<file path="config.mk">
export PLATFORM = sky130hd
export DESIGN_NAME = axis_width_downsizer
export DESIGN_NICKNAME = d
export VERILOG_FILES = /design/src/rtl/axis_width_downsizer.sv
export SDC_FILE = /design/constraint.sdc
export NUM_CORES = 1
export LEC_CHECK = 0
export ABC_CLOCK_PERIOD_IN_PS = 2450
export BUFFER_PORTS_ARGS = -buffer_cell sky130_fd_sc_hd__buf_2
export CAP_MARGIN = 20
export CORE_AREA = 2 2 255 257
export CTS_BUF_LIST = sky130_fd_sc_hd__clkbuf_4
export CTS_CLUSTER_DIAMETER = 50
export CTS_CLUSTER_SIZE = 40
export DETAILED_ROUTE_END_ITERATION = 10
export DIE_AREA = 0 0 257 259
export PLACE_DENSITY_LB_ADDON = 0.2
export SLEW_MARGIN = 20
export SYNTH_ARGS = -nofsm -noshare
export SYNTH_HDL_FRONTEND = slang
export SYNTH_SLANG_ARGS = --single-unit
</file>
<file path="constraint.sdc">
create_clock -name s_aclk -period 2.45 [get_ports s_aclk]
set_clock_uncertainty 0.2 [all_clocks]
set_input_delay 0.245 -clock s_aclk [delete_from_list [all_inputs] [get_ports s_aclk]]
set_output_delay 0.245 -clock s_aclk [all_outputs]
set_load 0.005 [all_outputs]
</file>
<file path="src/rtl/axis_width_downsizer.sv">
// AXI4-Stream width downsizer.
//
// Splits each wide input beat into RATIO = S_TDATA_WIDTH / M_TDATA_WIDTH
// narrow slices. Slice 0 holds the least significant bits. Slices above the
// highest slice that carries any keep bit are dropped.
//
// Ports
//   s_aclk         : clock shared by both interfaces, rising edge
//   s_aresetn      : asynchronous active-low reset
//   s_axis_tdata   : wide input beat
//   s_axis_tkeep   : byte qualifiers for the input beat, contiguous from bit 0
//   s_axis_tlast   : last beat of the packet
//   s_axis_tvalid  : input beat valid
//   s_axis_tready  : block can accept an input beat
//   m_axis_tdata   : narrow output slice
//   m_axis_tkeep   : byte qualifiers for the output slice
//   m_axis_tlast   : last slice of the packet
//   m_axis_tvalid  : output slice valid
//   m_axis_tready  : downstream accepts the slice
//
// States
//   state    | meaning
//   ST_EMPTY | no beat held, ready for a new input beat
//   ST_SEND  | beat held, slice idx is being presented downstream

module axis_width_downsizer #(
    parameter int S_TDATA_WIDTH = 512,
    parameter int M_TDATA_WIDTH = 64
) (
    input  logic                       s_aclk,
    input  logic                       s_aresetn,
    input  logic [S_TDATA_WIDTH-1:0]   s_axis_tdata,
    input  logic [S_TDATA_WIDTH/8-1:0] s_axis_tkeep,
    input  logic                       s_axis_tlast,
    input  logic                       s_axis_tvalid,
    output logic                       s_axis_tready,
    output logic [M_TDATA_WIDTH-1:0]   m_axis_tdata,
    output logic [M_TDATA_WIDTH/8-1:0] m_axis_tkeep,
    output logic                       m_axis_tlast,
    output logic                       m_axis_tvalid,
    input  logic                       m_axis_tready
);

    localparam int RATIO = S_TDATA_WIDTH / M_TDATA_WIDTH;
    localparam int KB    = M_TDATA_WIDTH / 8;
    localparam int IDXW  = (RATIO > 1) ? $clog2(RATIO) : 1;

    generate
        if ((S_TDATA_WIDTH % M_TDATA_WIDTH) != 0 || RATIO < 2 || (M_TDATA_WIDTH % 8) != 0) begin : g_bad_params
            $error("axis_width_downsizer: S_TDATA_WIDTH must be a multiple (>=2) of M_TDATA_WIDTH, and M_TDATA_WIDTH a multiple of 8");
        end
    endgenerate

    typedef enum logic {
        ST_EMPTY = 1'b0,
        ST_SEND  = 1'b1
    } state_t;

    state_t                         state;
    state_t                         state_nxt;
    logic [IDXW-1:0]                idx;
    logic [IDXW-1:0]                idx_nxt;

    logic [RATIO-1:0][M_TDATA_WIDTH-1:0] data_q;
    logic [RATIO-1:0][KB-1:0]            keep_q;
    logic                                last_q;
    logic [IDXW-1:0]                     last_idx_q;

    logic                           ready_en;
    logic [RATIO-1:0][KB-1:0]       s_keep_sl;
    logic [IDXW-1:0]                cap_last_idx;
    logic                           cap_emits;
    logic                           at_last;
    logic                           s_hs;
    logic                           m_hs;

    assign s_keep_sl = s_axis_tkeep;

    // Highest slice with any keep bit set; an all-zero keep yields slice 0.
    always_comb begin
        cap_last_idx = '0;
        for (int i = 0; i < RATIO; i++) begin
            if (|s_keep_sl[i]) begin
                cap_last_idx = IDXW'(i);
            end
        end
    end

    // A beat with no bytes only produces output if it carries the packet end.
    assign cap_emits = (|s_axis_tkeep) | s_axis_tlast;
    assign at_last   = (idx == last_idx_q);

    // ready_en holds tready low during reset and releases it on the first edge.
    assign s_axis_tready = ready_en &
                           ((state == ST_EMPTY) |
                            ((state == ST_SEND) & at_last & m_axis_tready));
    assign s_hs = s_axis_tvalid & s_axis_tready;
    assign m_hs = m_axis_tvalid & m_axis_tready;

    always_ff @(posedge s_aclk or negedge s_aresetn) begin
        if (!s_aresetn) begin
            state    <= ST_EMPTY;
            idx      <= '0;
            ready_en <= 1'b0;
        end else begin
            state    <= state_nxt;
            idx      <= idx_nxt;
            ready_en <= 1'b1;
        end
    end

    always_comb begin
        state_nxt = state;
        idx_nxt   = idx;
        case (state)
            ST_EMPTY: begin
                if (s_hs) begin
                    state_nxt = cap_emits ? ST_SEND : ST_EMPTY;
                    idx_nxt   = '0;
                end
            end
            ST_SEND: begin
                if (m_hs) begin
                    if (!at_last) begin
                        idx_nxt = idx + IDXW'(1);
                    end else begin
                        idx_nxt   = '0;
                        state_nxt = (s_hs && cap_emits) ? ST_SEND : ST_EMPTY;
                    end
                end
            end
            default: begin
                state_nxt = ST_EMPTY;
                idx_nxt   = '0;
            end
        endcase
    end

    // The holding register only loads on an input handshake, which can only
    // happen when no slice is pending, so outputs stay stable under stall.
    always_ff @(posedge s_aclk or negedge s_aresetn) begin
        if (!s_aresetn) begin
            data_q     <= '0;
            keep_q     <= '0;
            last_q     <= 1'b0;
            last_idx_q <= '0;
        end else if (s_hs) begin
            data_q     <= s_axis_tdata;
            keep_q     <= s_axis_tkeep;
            last_q     <= s_axis_tlast;
            last_idx_q <= cap_last_idx;
        end
    end

    always_comb begin
        m_axis_tvalid = (state == ST_SEND);
        m_axis_tdata  = data_q[idx];
        m_axis_tkeep  = keep_q[idx];
        m_axis_tlast  = (state == ST_SEND) & at_last & last_q;
    end

endmodule

</file>
==> flow_metrics.py, run 1 <==
metrics = {
    "logic_synthesis": {
        "synth_nets": 2135,
        "synth.lib_cells_used.distinct": 35,
        "synth_sequential_area_ratio_pct": 55.2,
        "post_synth.cell_area_avg_um2": 17.1,
        "postSynthCellCount": 1553,
        "mappedNetlistArea_um2": 26500,
        "synth-seq-cells": 585,
        "synth.yosys.warnings": 0,
    },
    "clocking": {
        "clock-root-buffer": "sky130_fd_sc_hd__clkbuf_4",
        "number_of_h_tree_levels": 3,
        "tritoncts_buffers": 76,
        "holdBufCountCts": 641,
        "cts_post_setup_buffers_inserted": 23,
        "cts.sinks": 585,
        "post_cts_resized": 77,
        "cts-root-to-sink-buffers": 3,
    },
    "place": {
        "preCtsSetupSlack_ns": 0.117,
        "finalWeightedCongestion": 0.887,
        "placed_cells_incl_taps": 3022,
        "final_hpwl_from_detailed_placement_mm": 56.3,
        "port_buffers": 655,
    },
    "die": {
        "die-width_um": 257,
        "floorplan.io_pins": 656,
        "start_util_pct": 41.5,
        "floorplan.die.height_um": 259,
        "row_count": 93,
    },
    "run_status": {
        "tool.error": "[ERROR RSZ-0060] Max buffer count reached.",
        "last-stage-reached": "4_1_cts",
        "result_of_the_run": "stopped before the end",
    },
}
synthesized netlist by cell type:
master | number | share of area (%)
sky130_fd_sc_hd__nor3b_1 | 1 | 0.028
sky130_fd_sc_hd__nand4bb_1 | 1 | 0.042
sky130_fd_sc_hd__mux4_2 | 144 | 12
sky130_fd_sc_hd__nor4_1 | 13 | 0.31
sky130_fd_sc_hd__o21ai_1 | 3 | 0.057
sky130_fd_sc_hd__a31oi_1 | 1 | 0.024
sky130_fd_sc_hd__and2_1 | 3 | 0.071
sky130_fd_sc_hd__buf_2 | 25 | 0.47
sky130_fd_sc_hd__a21oi_1 | 6 | 0.11
sky130_fd_sc_hd__a21o_1 | 1 | 0.028
sky130_fd_sc_hd__clkbuf_1 | 17 | 0.24
sky130_fd_sc_hd__or3_1 | 1 | 0.024
sky130_fd_sc_hd__a211oi_1 | 1 | 0.028
sky130_fd_sc_hd__a41o_1 | 1 | 0.038
sky130_fd_sc_hd__buf_1 | 1 | 0.014
sky130_fd_sc_hd__a32oi_1 | 1 | 0.033
sky130_fd_sc_hd__mux2_1 | 577 | 25
sky130_fd_sc_hd__buf_4 | 2 | 0.057
sky130_fd_sc_hd__ha_1 | 1 | 0.047
sky130_fd_sc_hd__a41oi_1 | 1 | 0.033
sky130_fd_sc_hd__inv_1 | 3 | 0.042
sky130_fd_sc_hd__o221ai_1 | 1 | 0.033
sky130_fd_sc_hd__and3_1 | 2 | 0.047
sky130_fd_sc_hd__xnor2_1 | 3 | 0.099
sky130_fd_sc_hd__nand2_1 | 7 | 0.099
sky130_fd_sc_hd__nor3_1 | 2 | 0.038
sky130_fd_sc_hd__dfrtp_1 | 585 | 55
sky130_fd_sc_hd__nor2_1 | 5 | 0.071
sky130_fd_sc_hd__buf_6 | 62 | 2.6
sky130_fd_sc_hd__mux2_2 | 72 | 3.1
sky130_fd_sc_hd__and3b_1 | 1 | 0.033
sky130_fd_sc_hd__nand4_1 | 4 | 0.094
sky130_fd_sc_hd__or4_1 | 2 | 0.057
sky130_fd_sc_hd__conb_1 | 1 | 0.014
sky130_fd_sc_hd__nand3_1 | 2 | 0.038
logic make-up after synthesis:
family | synth area share (%)
AOI/OAI and AO/OA | 0.387
muxes | 39.8
xor gates and xnor gates | 0.0992
buffers and inverters | 3.46
other | 0.0141
adders and majority gates | 0.0472
and+or+nand+nor | 0.949
DFF | 55.2
stage by stage:
stage	hold WS, ns	cell area, um2
after floorplan	-0.251	26500
after detailed placement	-0.00215	31000
after global placement	0.00285	31000
==> run 2, diff against run 1 <==
CORE_AREA = 2 2 279 281   (was 2 2 255 257)
CTS_BUF_LIST = unset   (was sky130_fd_sc_hd__clkbuf_4)
CTS_CLUSTER_DIAMETER = unset   (was 50)
CTS_CLUSTER_SIZE = unset   (was 40)
DIE_AREA = 0 0 281 283   (was 0 0 257 259)
PLACE_DENSITY_LB_ADDON = 0.15   (was 0.2)
==> flow_metrics.py, run 2 <==
metrics = {
    "layout": {
        "reg.largest.list": "data_q x512, keep_q x64",
        "num-fill-cells": 6017,
        "largest-register": "data_q",
        "layout.cells.most_common_list": "610 x sky130_fd_sc_hd__buf_2, 582 x sky130_fd_sc_hd__dfrtp_1, 581 x sky130_fd_sc_hd__dlygate4sd3_1",
        "largest_register_ff_count": 512,
        "postLayoutCoreUtil_pct": 57.6,
        "postLayoutCellArea_um2": 44200,
        "design.final.nets": 3565,
        "area_growth_pct": 66.7,
        "final_cell_count_no_fill": 4096,
        "fraction_of_final_layout_cells_sized_beyond_drive_strength_1_pct": 50.4,
        "final_common_cell": "sky130_fd_sc_hd__buf_2",
    },
    "global_route": {
        "grt_max_degree": 96,
        "grt_pass1_wl_mm": 132,
        "gr-usage-all-layers_pct": 21.9,
        "grt_overflow": 0,
        "antenna_found_initial": 27,
        "via_count_of_the_first_global_routing_pass": 21900,
    },
    "clocking": {
        "tritoncts_buffers": 72,
        "cts.sinks": 585,
        "number_of_h_tree_levels": 3,
        "tritoncts": "yes",
        "clk-insertion-delay-late_ns": 0.60,
        "clk_transition_reported_paths_ns": 0.06,
        "clock-root-buffer": "sky130_fd_sc_hd__clkbuf_16",
        "cts-root-to-sink-buffers": 3,
    },
    "sta": {
        "report.final.slew_viol_count": 0,
        "fmaxAchievable_ghz": 0.343,
        "report.final.setup_viol": 651,
        "min_period_over_period_pct": 119,
        "setup_tns_ns": -127.57,
        "grt_setup_unrepaired": "true",
        "finalHoldWorstSlack_ns": 0.176,
        "tightest_slew_ns": 0.743,
        "worst_slew_margin_rel_pct": 50.5,
        "period_minus_slack_ns": 2.92,
        "post-route-worst-setup-slack_ns": -0.468,
        "timing.final.hold_violations": 0,
    },
    "detailed_routing": {
        "route.detailed.wl_per_inst_um": 23.9,
        "ant_nets": 0,
        "number_of_vias_in_the_routed_layout": 20000,
        "wirelength_mm": 98.0,
        "detail_route.vias_per_cell": 4.87,
        "drt_pass1_iterations": 5,
        "drt_iter0_markers": 832,
        "post-route-drc-count": 0,
    },
    "setup_path": {
        "regToRegSetupSlack_ns": -0.26,
        "setup_crit_end_kind": "output port",
        "critical_path_peak_fanout": 8,
        "crit_required_ns": 2.01,
        "critPathLaunchType": "flop",
        "cp_data_arrival_time_ns": 2.47,
        "criticalPathCategory": "flop to output port",
        "reg2regPathDepth": 10,
    },
    "pwr": {
        "vdd_ir_drop_max_uv": 885,
        "power_per_cell_area_nw_per_um2": 1190,
        "fin_total_pwr_mw": 52.4,
        "power.leakage_nw": 19.8,
    },
    "die": {
        "die_area_um2": 79500,
        "floorplan.io_pins": 656,
        "core_area_um2": 76700,
        "row_count": 102,
        "die-width_um": 281,
        "floorplan.die.height_um": 283,
        "start_util_pct": 34.6,
    },
    "run": {
        "max_cap_viol_count": 0,
    },
    "logic_synthesis": {
        "synthTopCellsByCount": "585 x sky130_fd_sc_hd__dfrtp_1, 577 x sky130_fd_sc_hd__mux2_1, 144 x sky130_fd_sc_hd__mux4_2, 72 x sky130_fd_sc_hd__mux2_2, 62 x sky130_fd_sc_hd__buf_6",
        "mappedNetlistArea_um2": 26500,
        "synth_nets": 2135,
        "yosys_most_used_dff": "sky130_fd_sc_hd__dfrtp_1",
        "ys_async_sr_fraction_pct": 100,
        "synth.top_cells.by_area": "sky130_fd_sc_hd__dfrtp_1 55%, sky130_fd_sc_hd__mux2_1 25%, sky130_fd_sc_hd__mux4_2 12%",
        "post_synth.cell_area_avg_um2": 17.1,
        "synth.yosys.warnings": 0,
        "synthMostInstantiatedCell": "sky130_fd_sc_hd__dfrtp_1",
        "synth_sequential_area_ratio_pct": 55.2,
        "synth_edf_count": 0,
        "postSynthCellCount": 1553,
        "synth.lib_cells_used.distinct": 35,
        "synth-seq-cells": 585,
        "synth_top_cell_area_share_pct": 55.2,
        "synth_largest_area_cell": "sky130_fd_sc_hd__dfrtp_1",
    },
    "place": {
        "final_hpwl_from_detailed_placement_mm": 59.5,
        "finalWeightedCongestion": 0.808,
        "port_buffers": 655,
        "preCtsSetupSlack_ns": 0.0607,
        "placed_cells_incl_taps": 3212,
        "dpl-instance-area_um2": 31300,
    },
    "worst_hold_path": {
        "hold_path.class": "input pin to async pin",
    },
    "run_status": {
        "result_of_the_run": "finished, violations left",
        "violations_in_the_final_reports": "setup timing",
    },
}
[run 2: cell counts after synthesis]
No cell type changed its count.
[run 2: logic make-up after synthesis]
family | after synthesis | share of synthesized area, %
and+or+nand+nor | 44 | 0.949
other | 1 | 0.0141
muxes | 793 | 39.8
AOI/OAI and AO/OA | 16 | 0.387
DFF | 585 | 55.2
adders and majority gates | 1 | 0.0472
buffers and inverters | 110 | 3.46
xor gates and xnor gates | 3 | 0.0992
[run 2: critical path: stages, from the launching register on]
cell and delay, ns:
sky130_fd_sc_hd__dfrtp_4 0.48, sky130_fd_sc_hd__buf_12 0.15, sky130_fd_sc_hd__buf_16 0.15, sky130_fd_sc_hd__buf_12 0.13
sky130_fd_sc_hd__mux4_2 0.52, sky130_fd_sc_hd__mux2_4 0.31, sky130_fd_sc_hd__buf_6 0.12
[run 2: report_power, final]
group | total, mW | switching (mW) | internal, mW
Clock | 10.8 | 4.34 | 6.48
Sequential | 17.3 | 2.71 | 14.6
Combinational | 24.3 | 8.39 | 15.9
[run 2: cell type report]
type,count,area (um2),share of cell area [%]
Antenna cell,23,57.6,0.130
Clock buffer,104,2090,4.74
Inverter,3,11.3,0.0255
Multi-Input combinational cell,860,12400,28.1
Clock inverter,20,288,0.651
Tap cell,1040,1300,2.94
Timing Repair Buffer,1461,13400,30.3
Sequential cell,585,14700,33.2
[run 2: metal layers]
metal	track usage, %	wire [um]
met5	0	75
met4	8.18	3110
met3	4.82	5230
met2	37.3	48900
met1	27.1	40700
[run 2: repair_timing]
item	CTS	global route
hold buffers	582	0
hold endpoints to repair	1169	0
setup endpoints to repair	74	617
pin swaps	5	4
resized for setup	117	392
cloned	8	71
buffers inserted	35	47
[run 2: final timing paths]
| path | start | end |
|---|---|---|
| worst max-delay path | idx[0] | m_axis_tdata[0] |
| worst min-delay path | s_aresetn | data_q[475] |
| worst max register to register | idx[0] | data_q[468] |
| worst min register to register | data_q[129] | data_q[129] |
| max in group asynchronous | s_aresetn | data_q[456] |
| min in group s_aclk | s_axis_tdata[483] | data_q[483] |
Note: power is estimated with default switching activity, not from simulation.
==> run 3, diff against run 2 <==
CTS_BUF_LIST = sky130_fd_sc_hd__clkbuf_4 sky130_fd_sc_hd__clkbuf_8   (was unset)
HOLD_SLACK_MARGIN = 0.03   (was unset)
==> flow_metrics.py, run 3 <==
metrics = {
    "die": {
        "floorplan.io_pins": 656,
        "row_count": 102,
        "floorplan.die.height_um": 283,
        "die-width_um": 281,
        "start_util_pct": 34.6,
    },
    "clocking": {
        "holdBufCountCts": 689,
        "cts-root-to-sink-buffers": 3,
        "cts.sinks": 585,
        "tritoncts_buffers": 110,
        "post_cts_resized": 108,
        "clock-root-buffer": "sky130_fd_sc_hd__clkbuf_8",
        "number_of_h_tree_levels": 3,
        "cts_post_setup_buffers_inserted": 34,
    },
    "logic_synthesis": {
        "synth_top_cell_area_share_pct": 55.2,
        "postSynthCellCount": 1553,
        "synth_nets": 2135,
        "share_of_the_synthesized_area_in_compound_gates_ao_oa_aoi_oai_pct": 0.387,
        "yosys_most_used_dff": "sky130_fd_sc_hd__dfrtp_1",
        "synth_simple_gate_area_share_pct": 0.949,
        "synth_edf_count": 0,
        "synth.lib_cells_used.distinct": 35,
        "synthMostInstantiatedCell": "sky130_fd_sc_hd__dfrtp_1",
        "synth.yosys.warnings": 0,
        "synthTopCellsByCount": "585 x sky130_fd_sc_hd__dfrtp_1, 577 x sky130_fd_sc_hd__mux2_1, 144 x sky130_fd_sc_hd__mux4_2, 72 x sky130_fd_sc_hd__mux2_2, 62 x sky130_fd_sc_hd__buf_6",
        "synth-seq-cells": 585,
        "mappedNetlistArea_um2": 26500,
        "ys_async_sr_fraction_pct": 100,
        "synth_sequential_area_ratio_pct": 55.2,
        "synth_largest_area_cell": "sky130_fd_sc_hd__dfrtp_1",
        "synth.top_cells.by_area": "sky130_fd_sc_hd__dfrtp_1 55%, sky130_fd_sc_hd__mux2_1 25%, sky130_fd_sc_hd__mux4_2 12%",
        "post_synth.cell_area_avg_um2": 17.1,
        "combinational_family_with_the_most_area_after_synthesis": "multiplexers",
        "post_synth_xor_area_fraction_pct": 0.0991,
        "synth_area_in_adders_pct": 0.0472,
        "yosys-mux-area-fraction_pct": 39.8,
    },
    "run_status": {
        "last-stage-reached": "4_1_cts",
        "tool.error": "[ERROR RSZ-0060] Max buffer count reached.",
        "result_of_the_run": "stopped before the end",
    },
    "place": {
        "port_buffers": 655,
        "final_hpwl_from_detailed_placement_mm": 59.5,
        "finalWeightedCongestion": 0.808,
    },
}
[run 3: cell counts after synthesis]
Identical to the previous run, type by type.
[run 3: kinds of logic after synthesis]
kind of cell,Yosys count
xor+xnor,3
other cells,1
buf+inv,110
flops,585
fa+ha+maj,1
mux,793
compound gates,16
simple gates,44
[run 3: per-stage QoR]
step,cell area [um2],hold WS [ns],setup slack [ns],utilization [%],instances
after floorplan,26500,-0.251,0.287,-,1553
after global placement,31300,-0.0149,0.105,40.9,3212
after detailed placement,31300,-0.0119,0.0607,40.9,3212
